<file path="config.mk">
export PLATFORM = sky130hd
export DESIGN_NAME = mem_access_stage
export DESIGN_NICKNAME = d
export VERILOG_FILES = /design/src/rtl/rv32i_types.sv /design/src/rtl/mem_lane_align.sv /design/src/rtl/mem_access_stage.sv
export SDC_FILE = /design/constraint.sdc
export NUM_CORES = 1
export LEC_CHECK = 0
export ABC_AREA = 1
export CELL_PAD_IN_SITES_DETAIL_PLACEMENT = 1
export CELL_PAD_IN_SITES_GLOBAL_PLACEMENT = 2
export CORE_MARGIN = 1.5
export CORE_UTILIZATION = 19
export DETAILED_ROUTE_END_ITERATION = 8
export GPL_TIMING_DRIVEN = 0
export PLACE_DENSITY_LB_ADDON = 0.05
export SLEW_MARGIN = 20
export SYNTH_ARGS = -nofsm -noshare
export SYNTH_HDL_FRONTEND = slang
export SYNTH_HIERARCHICAL = 1
export SYNTH_SLANG_ARGS = --single-unit
</file>
<file path="constraint.sdc">
create_clock -name clk -period 1.6 [get_ports clk]
set_clock_uncertainty 0.2 [all_clocks]
set_input_delay 0.32 -clock clk [delete_from_list [all_inputs] [get_ports clk]]
set_output_delay 0.32 -clock clk [all_outputs]
set_load 0.02 [all_outputs]
</file>
<file path="src/rtl/rv32i_types.sv">
// rtl/rv32i_types.sv - shared types for the memory-access stage: funct3 encodings, FSM states, widths
package rv32i_types;

    localparam int XLEN       = 32;
    localparam int BYTE_LANES = XLEN / 8;

    // Loads and stores reuse the same funct3 codes, so they get separate enums.
    typedef enum logic [2:0] {
        F3_LB  = 3'b000,
        F3_LH  = 3'b001,
        F3_LW  = 3'b010,
        F3_LBU = 3'b100,
        F3_LHU = 3'b101
    } load_funct3_t;

    typedef enum logic [2:0] {
        F3_SB = 3'b000,
        F3_SH = 3'b001,
        F3_SW = 3'b010
    } store_funct3_t;

    typedef enum logic [1:0] {
        ST_IDLE = 2'b00,
        ST_REQ  = 2'b01,
        ST_HOLD = 2'b10
    } mem_state_t;

endpackage

</file>
<file path="src/rtl/mem_lane_align.sv">
// rtl/mem_lane_align.sv - combinational byte-lane steering for stores and load extraction/extension
module mem_lane_align
    import rv32i_types::*;
(
    input  logic [2:0]            funct3,
    input  logic [1:0]            offset,
    input  logic [XLEN-1:0]       store_data,
    input  logic [XLEN-1:0]       mem_rdata,
    output logic [BYTE_LANES-1:0] byte_enable,
    output logic [XLEN-1:0]       wdata,
    output logic [XLEN-1:0]       load_data
);

    logic [XLEN-1:0] shifted;

    assign wdata   = store_data << {offset, 3'b000};
    assign shifted = mem_rdata >> {offset, 3'b000};

    // A 4-bit shift silently drops lanes pushed past the top of the word.
    always_comb begin
        byte_enable = 4'b1111;
        case (funct3)
            F3_SB:   byte_enable = 4'b0001 << offset;
            F3_SH:   byte_enable = 4'b0011 << offset;
            default: byte_enable = 4'b1111;
        endcase
    end

    always_comb begin
        load_data = mem_rdata;
        case (funct3)
            F3_LB:   load_data = {{24{shifted[7]}}, shifted[7:0]};
            F3_LH:   load_data = {{16{shifted[15]}}, shifted[15:0]};
            F3_LW:   load_data = mem_rdata;
            F3_LBU:  load_data = {24'd0, shifted[7:0]};
            F3_LHU:  load_data = {16'd0, shifted[15:0]};
            default: load_data = mem_rdata;
        endcase
    end

endmodule

</file>
<file path="src/rtl/mem_access_stage.sv">
// rtl/mem_access_stage.sv - MEM stage: data-memory request FSM and MEM/WB register; option MEM_MISALIGN_TRAP_EN
module mem_access_stage
    import rv32i_types::*;
#(
    parameter int ADDR_W = 32,
    parameter int DATA_W = 32
) (
    input  logic              clk,
    input  logic              reset,
    input  logic              load,
    input  logic [ADDR_W-1:0] MEM_pc,
    input  logic [ADDR_W-1:0] MEM_alu_out,
    input  logic [DATA_W-1:0] MEM_rs2_out,
    input  logic              MEM_mem_read,
    input  logic              MEM_mem_write,
    input  logic [2:0]        MEM_funct3,
    input  logic              flush,
    output logic              dmem_read,
    output logic              dmem_write,
    output logic [ADDR_W-1:0] dmem_address,
    output logic [3:0]        dmem_byte_enable,
    output logic [DATA_W-1:0] dmem_wdata,
    input  logic [DATA_W-1:0] dmem_rdata,
    input  logic              dmem_resp,
    output logic              stall,
    output logic [ADDR_W-1:0] WB_pc,
    output logic [ADDR_W-1:0] WB_alu_out,
    output logic [DATA_W-1:0] WB_mem_rdata,
`ifdef MEM_MISALIGN_TRAP_EN
    output logic              WB_misalign,
`endif
    output logic              WB_valid
);

    mem_state_t        state;
    logic [DATA_W-1:0] held_rdata;
    logic              flushed;
    logic              mem_op;
    logic              misalign;
    logic              req_needed;
    logic              wb_advance;
    logic [3:0]        lane_be;
    logic [DATA_W-1:0] lane_wdata;
    logic [DATA_W-1:0] lane_load;
    logic [DATA_W-1:0] rdata_sel;

    mem_lane_align u_lane_align (
        .funct3      (MEM_funct3),
        .offset      (MEM_alu_out[1:0]),
        .store_data  (MEM_rs2_out),
        .mem_rdata   (dmem_rdata),
        .byte_enable (lane_be),
        .wdata       (lane_wdata),
        .load_data   (lane_load)
    );

    assign mem_op = MEM_mem_read | MEM_mem_write;

`ifdef MEM_MISALIGN_TRAP_EN
    assign misalign = mem_op &
                      (((MEM_funct3[1:0] == 2'b01) & MEM_alu_out[0]) |
                       ((MEM_funct3[1:0] == 2'b10) & (MEM_alu_out[1:0] != 2'b00)));
`else
    assign misalign = 1'b0;
`endif

    // Once issued, a request stays up until its response regardless of flush.
    always_comb begin
        req_needed = 1'b0;
        case (state)
            ST_IDLE: req_needed = mem_op & ~flush & ~misalign;
            ST_REQ:  req_needed = 1'b1;
            default: req_needed = 1'b0;
        endcase
        if (reset)
            req_needed = 1'b0;
    end

    assign dmem_read        = req_needed & MEM_mem_read;
    assign dmem_write       = req_needed & MEM_mem_write & ~MEM_mem_read;
    assign dmem_address     = req_needed ? {MEM_alu_out[ADDR_W-1:2], 2'b00} : '0;
    assign dmem_byte_enable = dmem_write ? lane_be : 4'b0000;
    assign dmem_wdata       = dmem_write ? lane_wdata : '0;
    assign stall            = req_needed & ~dmem_resp;
    assign wb_advance       = load & ~stall;

    always_comb begin
        rdata_sel = '0;
        if (state == ST_HOLD)
            rdata_sel = held_rdata;
        else if (req_needed & dmem_resp & MEM_mem_read)
            rdata_sel = lane_load;
    end

    always_ff @(posedge clk) begin
        if (reset) begin
            state        <= ST_IDLE;
            held_rdata   <= '0;
            flushed      <= 1'b0;
            WB_pc        <= '0;
            WB_alu_out   <= '0;
            WB_mem_rdata <= '0;
            WB_valid     <= 1'b0;
`ifdef MEM_MISALIGN_TRAP_EN
            WB_misalign  <= 1'b0;
`endif
        end else begin
            case (state)
                ST_IDLE: begin
                    if (req_needed & ~dmem_resp)
                        state <= ST_REQ;
                    else if (req_needed & dmem_resp & ~load)
                        state <= ST_HOLD;
                end
                ST_REQ: begin
                    if (dmem_resp)
                        state <= load ? ST_IDLE : ST_HOLD;
                end
                ST_HOLD: begin
                    if (load)
                        state <= ST_IDLE;
                end
                default: state <= ST_IDLE;
            endcase

            if (req_needed & dmem_resp)
                held_rdata <= MEM_mem_read ? lane_load : '0;

            // Remember a flush that arrives while the request is in flight.
            if (wb_advance)
                flushed <= 1'b0;
            else if (flush & (state != ST_IDLE || req_needed))
                flushed <= 1'b1;

            if (wb_advance) begin
                WB_pc        <= MEM_pc;
                WB_alu_out   <= MEM_alu_out;
                WB_mem_rdata <= rdata_sel;
                WB_valid     <= ~(flush | flushed);
`ifdef MEM_MISALIGN_TRAP_EN
                WB_misalign  <= misalign & ~flush;
`endif
            end
        end
    end

endmodule

</file>
==> results of run 1 <==
==> cells in the mapped netlist (all sizes together) <==
| library cell | number | area (sq um) |
|---|---|---|
| a21oi | 140 | 712 |
| a22oi | 3 | 22.5 |
| a31oi | 1 | 6.26 |
| and3 | 1 | 6.26 |
| buf | 40 | 317 |
| clkbuf | 32 | 120 |
| conb | 1 | 3.75 |
| dfxtp | 132 | 2640 |
| inv | 113 | 427 |
| nand2 | 179 | 727 |
| nand3 | 42 | 215 |
| nand4 | 8 | 50.1 |
| nor2 | 175 | 667 |
| nor3 | 6 | 40.0 |
| nor4 | 1 | 21.3 |
| o211ai | 9 | 67.6 |
| o21ai | 123 | 616 |
| o21bai | 1 | 7.51 |
| or2 | 1 | 6.26 |
==> final cells by class <==
| cell class | instances | area [sq um] | share of cell area [%] |
|---|---|---|---|
| Multi-Input combinational cell | 692 | 3950 | 32.1 |
| Timing Repair Buffer | 335 | 3480 | 28.2 |
| Sequential cell | 132 | 2650 | 21.5 |
| Clock buffer | 21 | 460 | 3.74 |
| Buffer | 71 | 592 | 4.80 |
| Inverter | 113 | 439 | 3.57 |
| Tap cell | 455 | 569 | 4.62 |
| Clock inverter | 11 | 175 | 1.42 |
| Timing Repair inverter | 1 | 7.51 | 0.0609 |
==> kinds of logic after synthesis <==
logic type | synth area share (%)
simple gates | 26.0
buf+inv | 12.9
compound gates | 21.4
flops | 39.6
other cells | 0.0562
==> sequential cells by signal, indices dropped and copies added (netlist names) <==
name,count
WB_alu_out,32
WB_mem_rdata,32
WB_pc,32
WB_valid,1
flushed,1
held_rdata,32
state,2
==> power by group <==
| part | internal, mW | total, mW | switching [mW] |
|---|---|---|---|
| registers | 3.50 | 3.60 | 0.104 |
| logic | 1.17 | 2.71 | 1.54 |
| clock network | 2.70 | 4.26 | 1.56 |
| total | 7.37 | 10.6 | 3.20 |
==> placed cells by master (no fill, tap or decap), types with 15 or more instances in the layout <==
master             n
a21oi_1          100
a21oi_2           39
buf_2             15
buf_4             77
buf_6             42
clkbuf_1          15
clkbuf_16         21
clkdlybuf4s15_2   26
clkdlybuf4s50_1  127
dfxtp_1          130
dlymetal6s2s_1    66
inv_1            101
nand2_1          133
nand2_2           39
nand3_1           41
nor2_1           104
nor2_4            66
o21ai_0           91
o21ai_1           30
==> what timing repair did <==
action / CTS / global route
pin swaps: 11 / 20
setup buffers: 17 / 8
endpoints found under the setup margin: 296 / 286
hold buffers: 0 / 0
gates resized for setup: 535 / 181
cloned: 9 / 0
==> final timing paths <==
path / startpoint / to / slack, ns
worst max register to register: state[1] / held_rdata[10] / -0.35
worst min-delay path: reset / held_rdata[31] / 0.07
worst max-delay path: state[1] / dmem_byte_enable[0] / -0.88
worst min register to register: held_rdata[23] / held_rdata[23] / 0.26
==> stage by stage <==
stage	instances	worst slack, ns	TNS [ns]	utilization [%]
finish	1831	-0.877	-75.29	35.7
CTS	1823	-0.968	-106.61	34.2
global route	1831	-1.00	-93.83	35.7
floorplan	1009	-0.409	-16.68	-
global placement	1766	-1.92	-211.40	31.2
detailed placement	1766	-1.93	-217.21	31.2
==> critical path: stages, from the launching register on <==
cell	delay, ns
dfxtp_4	0.36
nor2_4	0.08
nand2_2	0.08
a21oi_4	0.17
inv_4	0.05
nor3_4	0.14
buf_12	0.14
buf_12	0.10
clkinvlp_4	0.14
nor2_2	0.15
buf_6	0.12
==> layer usage <==
metal	wire length [microns]	global-route usage, %	up-vias
met5	0	0	-
met4	150	3.15	0
met3	1250	3.17	8
met2	15100	29.3	196
met1	15200	23.2	3682
li1	-	-	3955
==> run summary, run 1 <==
initial core utilization = 19.3%
ratio of final minimum period to clock period = 155%
Final Instance Area = 12300 sq um
Setup crit end kind = output port
CP Class = reg -> out
num ports = 306
Buffers on Ports = 302
total power = 10.6 mW
Achievable Freq = 404 MHz
maxcap violations = 0
Synth Register Bits = 132
largest net degree at the start of global routing = 17
gpl congestion = 0.780
worst min path class = in -> reg
Final WS setup = -0.877 ns
DRC = 0
CTS max path bufs = 2
CTS tree = yes
min Tclk post-route = 2.48 ns
worst skew pair latency = 0.42 ns
Worst-Margin Slew = 0.645 ns
vias in the first global route = 8095
final setup vio count = 200
sequential share of the synthesized area = 39.6%
Hold Vio Cnt, Final = 0
failing checks = negative setup slack
routed via count = 7841
htree depth = 4
status = complete, but fails checks
final max-slew violation count = 0
Relative slew margins = 57.0%
Rows = 68
FILL cells = 4182
Yosys cell types = 33
Worst-path clk slew = 0.06 ns
P&R area growth vs syn = 84.6%
share of layout cells above drive strength 1 = 29.1%
global-route wire length before repair = 48300 microns
GRT Total Usage = 17.4%
Peak VDD IR = 0.727 mV
dpl cell area = 10800 sq um
antenna violations before repair = 0
Iter 0 DRT Violations = 224
WP data arrival = 1.96 ns
CTS Buf Count = 17
power density over cell area = 858 nW/um^2
crit path max fanout = 4
Antenna Nets Post-Route = 0
dpl hpwl = 24000 microns
R2R depth = 12
clk sinks = 132
hold depth = 2
Routed WL per cell = 17.3 microns
synth warn = 6
Detailed Route WL = 31700 microns
Antenna Cells = 0
iteration count of the initial detailed-routing pass = 4
P_leak = 6.00 nW
Via density = 4.28
Cells after Synth = 1008
unrepaired setup endpoints after global routing = true
Die Area = 36300 sq um
Nets = 1501
grt ovf = 0
critical path launch point type = register
hold slack = 0.0725 ns
die height = 190 microns
CTS Root Cell = clkbuf_16
Post-Syn Area = 6670 sq um
Chip Width = 190 microns
core footprint = 34500 sq um
WP data required = 1.08 ns
Syn Area/Cell = 6.62 sq um
No activity file was read; power rests on OpenSTA's default activity.
==> run 2: changes to the inputs <==
--- a/config.mk
+++ b/config.mk
@@ -9,7 +9,7 @@
 export CELL_PAD_IN_SITES_DETAIL_PLACEMENT = 1
 export CELL_PAD_IN_SITES_GLOBAL_PLACEMENT = 2
 export CORE_MARGIN = 1.5
-export CORE_UTILIZATION = 19
+export CORE_UTILIZATION = 23
 export DETAILED_ROUTE_END_ITERATION = 8
 export GPL_TIMING_DRIVEN = 0
 export PLACE_DENSITY_LB_ADDON = 0.05
==> constraint.sdc (replaced) <==
create_clock -name clk -period 3 [get_ports clk]
set_clock_uncertainty 0.2 [all_clocks]
set_input_delay 0.6 -clock clk [delete_from_list [all_inputs] [get_ports clk]]
set_output_delay 0.6 -clock clk [all_outputs]
set_load 0.02 [all_outputs]
==> run 2 against run 1 <==
Critical path depth down 5. Combinational power decreased by 53%. Highest routed layer unchanged. Power down 50%. Cell count is 5.0% lower. Via count is 2.1% lower. Register-to-register slack improved by 1.3 ns. Utilization increased by 2.6 points. Clock-buffer cell count shrank 2. The flow now finishes without violations. Critical endpoint is now stall.
==> run summary, run 2 (synthesis gave the netlist of run 1 again) <==
unrepaired setup endpoints after global routing = false
FILL cells = 3568
critical path launch point type = primary input
gpl congestion = 0.790
WP data arrival = 2.07 ns
dpl cell area = 10200 sq um
Die Area = 30000 sq um
iteration count of the initial detailed-routing pass = 4
Worst-path clk slew = 0.06 ns
hold_buf cts = 0
Peak VDD IR = 0.321 mV
CTS tree = yes
htree depth = 4
Seq pwr share = 36.3%
WP data required = 2.20 ns
pre-CTS setup slack = -0.975 ns
reg2reg setup slack = 0.97 ns
Chip Width = 173 microns
power density over cell area = 482 nW/um^2
CTS max path bufs = 2
Via density = 4.41
Hold Startpoint = held_rdata[17]
register area = 2640 sq um
commonest non-fill, non-tap cell in the layout = clkdlybuf4s50_1
ratio of final minimum period to clock period = 95.6%
Worst Hold Endpoint = held_rdata[17]
sw frac = 31.3%
grt ovf = 0
Clk pwr share = 39.5%
crit path max fanout = 4
combinational share of power = 24.2%
num ports = 306
vias in the first global route = 7854
hold depth = 2
status = complete, no violations
final setup vio count = 0
largest net degree at the start of global routing = 17
share of layout cells above drive strength 1 = 13.7%
CP Class = in -> out
reg2reg start = state[1]
initial core utilization = 23.3%
Nets = 1480
Achievable Freq = 349 MHz
DRC = 0
Setup crit end kind = output port
global-route wire length before repair = 44000 microns
core footprint = 28600 sq um
worst min path class = reg -> reg
final max-slew violation count = 0
GRT Total Usage = 18.7%
Worst-Margin Slew = 0.502 ns
Int Power = 3.63 mW
maxcap violations = 0
Final WS setup = 0.131 ns
Hold Vio Cnt, Final = 0
routed via count = 7675
Antenna Nets Post-Route = 0
P&R area growth vs syn = 64.2%
clk sinks = 132
Final Instance Area = 11000 sq um
Routed WL per cell = 16.3 microns
Iter 0 DRT Violations = 334
Relative slew margins = 66.6%
dpl hpwl = 21700 microns
most frequent cells in the layout = 229 x clkdlybuf4s50_1, 160 x nand2_1, 155 x nor2_1
min Tclk post-route = 2.87 ns
P_sw = 1.66 mW
worst skew pair latency = 0.43 ns
Rows = 62
die height = 173 microns
R2R depth = 9
Buffers on Ports = 302
CTS Buf Count = 17
area taken by multi-input logic gates = 3270 sq um
P_leak = 4.76 nW
r2r endpoint = held_rdata[13]
CTS Root Cell = clkbuf_16
antenna violations before repair = 1
Detailed Route WL = 28300 microns
==> run 2: changes by cell type in the layout (fill, tap and decap cells not counted), moves of 27 or more <==
cell             change
nor2_4              -57
nor2_1              +51
clkdlybuf4s50_1    +102
a21oi_1             +39
buf_4               -31
nand2_1             +27
dlymetal6s2s_1      -66
a21oi_2             -39
==> run 2: critical path: stages <==
cell and delay, ns:
clkdlybuf4s50_1 0.47, inv_1 0.14, nand3_2 0.14, inv_1 0.09, clkdlybuf4s50_1 0.63
==> run 2: power groups by stage <==
stage	Combinational, mW	Sequential, mW	Clock (mW)
after global placement	1.27	1.96	0
after detailed placement	1.27	1.96	0
after CTS	1.29	1.92	2.15
after floorplan	0.512	2.07	0
final	1.28	1.92	2.09
after global routing	1.40	1.93	2.22
==> run 2: what timing repair did <==
item / 4_1_cts / 5_1_grt
gates resized for setup: 263 / 26
cloned: 2 / 0
pin swaps: 6 / 7
endpoints found under the setup margin: 69 / 63
setup buffers: 7 / 3
==> run 2: cell type report <==
| type | count | share of cell area, % |
|---|---|---|
| timing repair inverter | 1 | 0.0685 |
| clock inverter | 13 | 1.28 |
| antenna | 1 | 0.0228 |
| multi-input combinational | 692 | 29.9 |
| sequential | 132 | 24.1 |
| inverter | 113 | 4.05 |
| tap | 384 | 4.38 |
| buffer | 72 | 4.58 |
| clock buffer | 19 | 4.04 |
| timing repair buffer | 313 | 27.6 |
==> run 2: how the worst max path moves through the flow <==
stage | start | to | slack (ns) | cells past startpoint
floorplan | flush | dmem_wdata[10] | 0.25 | 8
detailed placement | MEM_mem_read | dmem_wdata[23] | -0.97 | 11
finish | dmem_resp | stall | 0.13 | 5
CTS | flush | dmem_wdata[0] | -0.01 | 11
global route | MEM_alu_out[0] | dmem_wdata[31] | 0.004 | 9
global placement | MEM_mem_read | dmem_wdata[23] | -0.94 | 11
==> run 2: per-stage QoR <==
step / TNS [ns] / utilization (%) / hold WS (ns) / cells / total power [mW]
6_report: 0 / 38.3 / 0.266 / 1740 / 5.28
3_5_place_dp: -44.63 / 35.6 / 0.256 / 1695 / 3.23
2_1_floorplan: 0 / - / 0.246 / 1009 / 2.59
3_3_place_gp: -43.47 / 35.6 / 0.252 / 1695 / 3.22
4_1_cts: -0.0102 / 38.0 / 0.266 / 1736 / 5.36
5_1_grt: 0 / 38.3 / 0.278 / 1740 / 5.56
==> run 2: metal layers <==
layer | part of all wire, % | up-vias | track usage (%)
li1 | - | 3902 | -
met3 | 5.2 | 24 | 4.04
met2 | 46 | 224 | 31.3
met4 | 1.2 | 0 | 4.64
met1 | 47 | 3525 | 24.3
met5 | 0 | - | 0
==> run 3: changes to the inputs <==
--- a/config.mk
+++ b/config.mk
@@ -11,6 +11,7 @@
 export CORE_MARGIN = 1.5
 export CORE_UTILIZATION = 23
 export DETAILED_ROUTE_END_ITERATION = 8
+export GPL_ROUTABILITY_DRIVEN = 0
 export GPL_TIMING_DRIVEN = 0
 export PLACE_DENSITY_LB_ADDON = 0.05
 export SLEW_MARGIN = 20
==> results of run 3 <==
The final DEF is identical to that of run 2; final timing and power are the same.
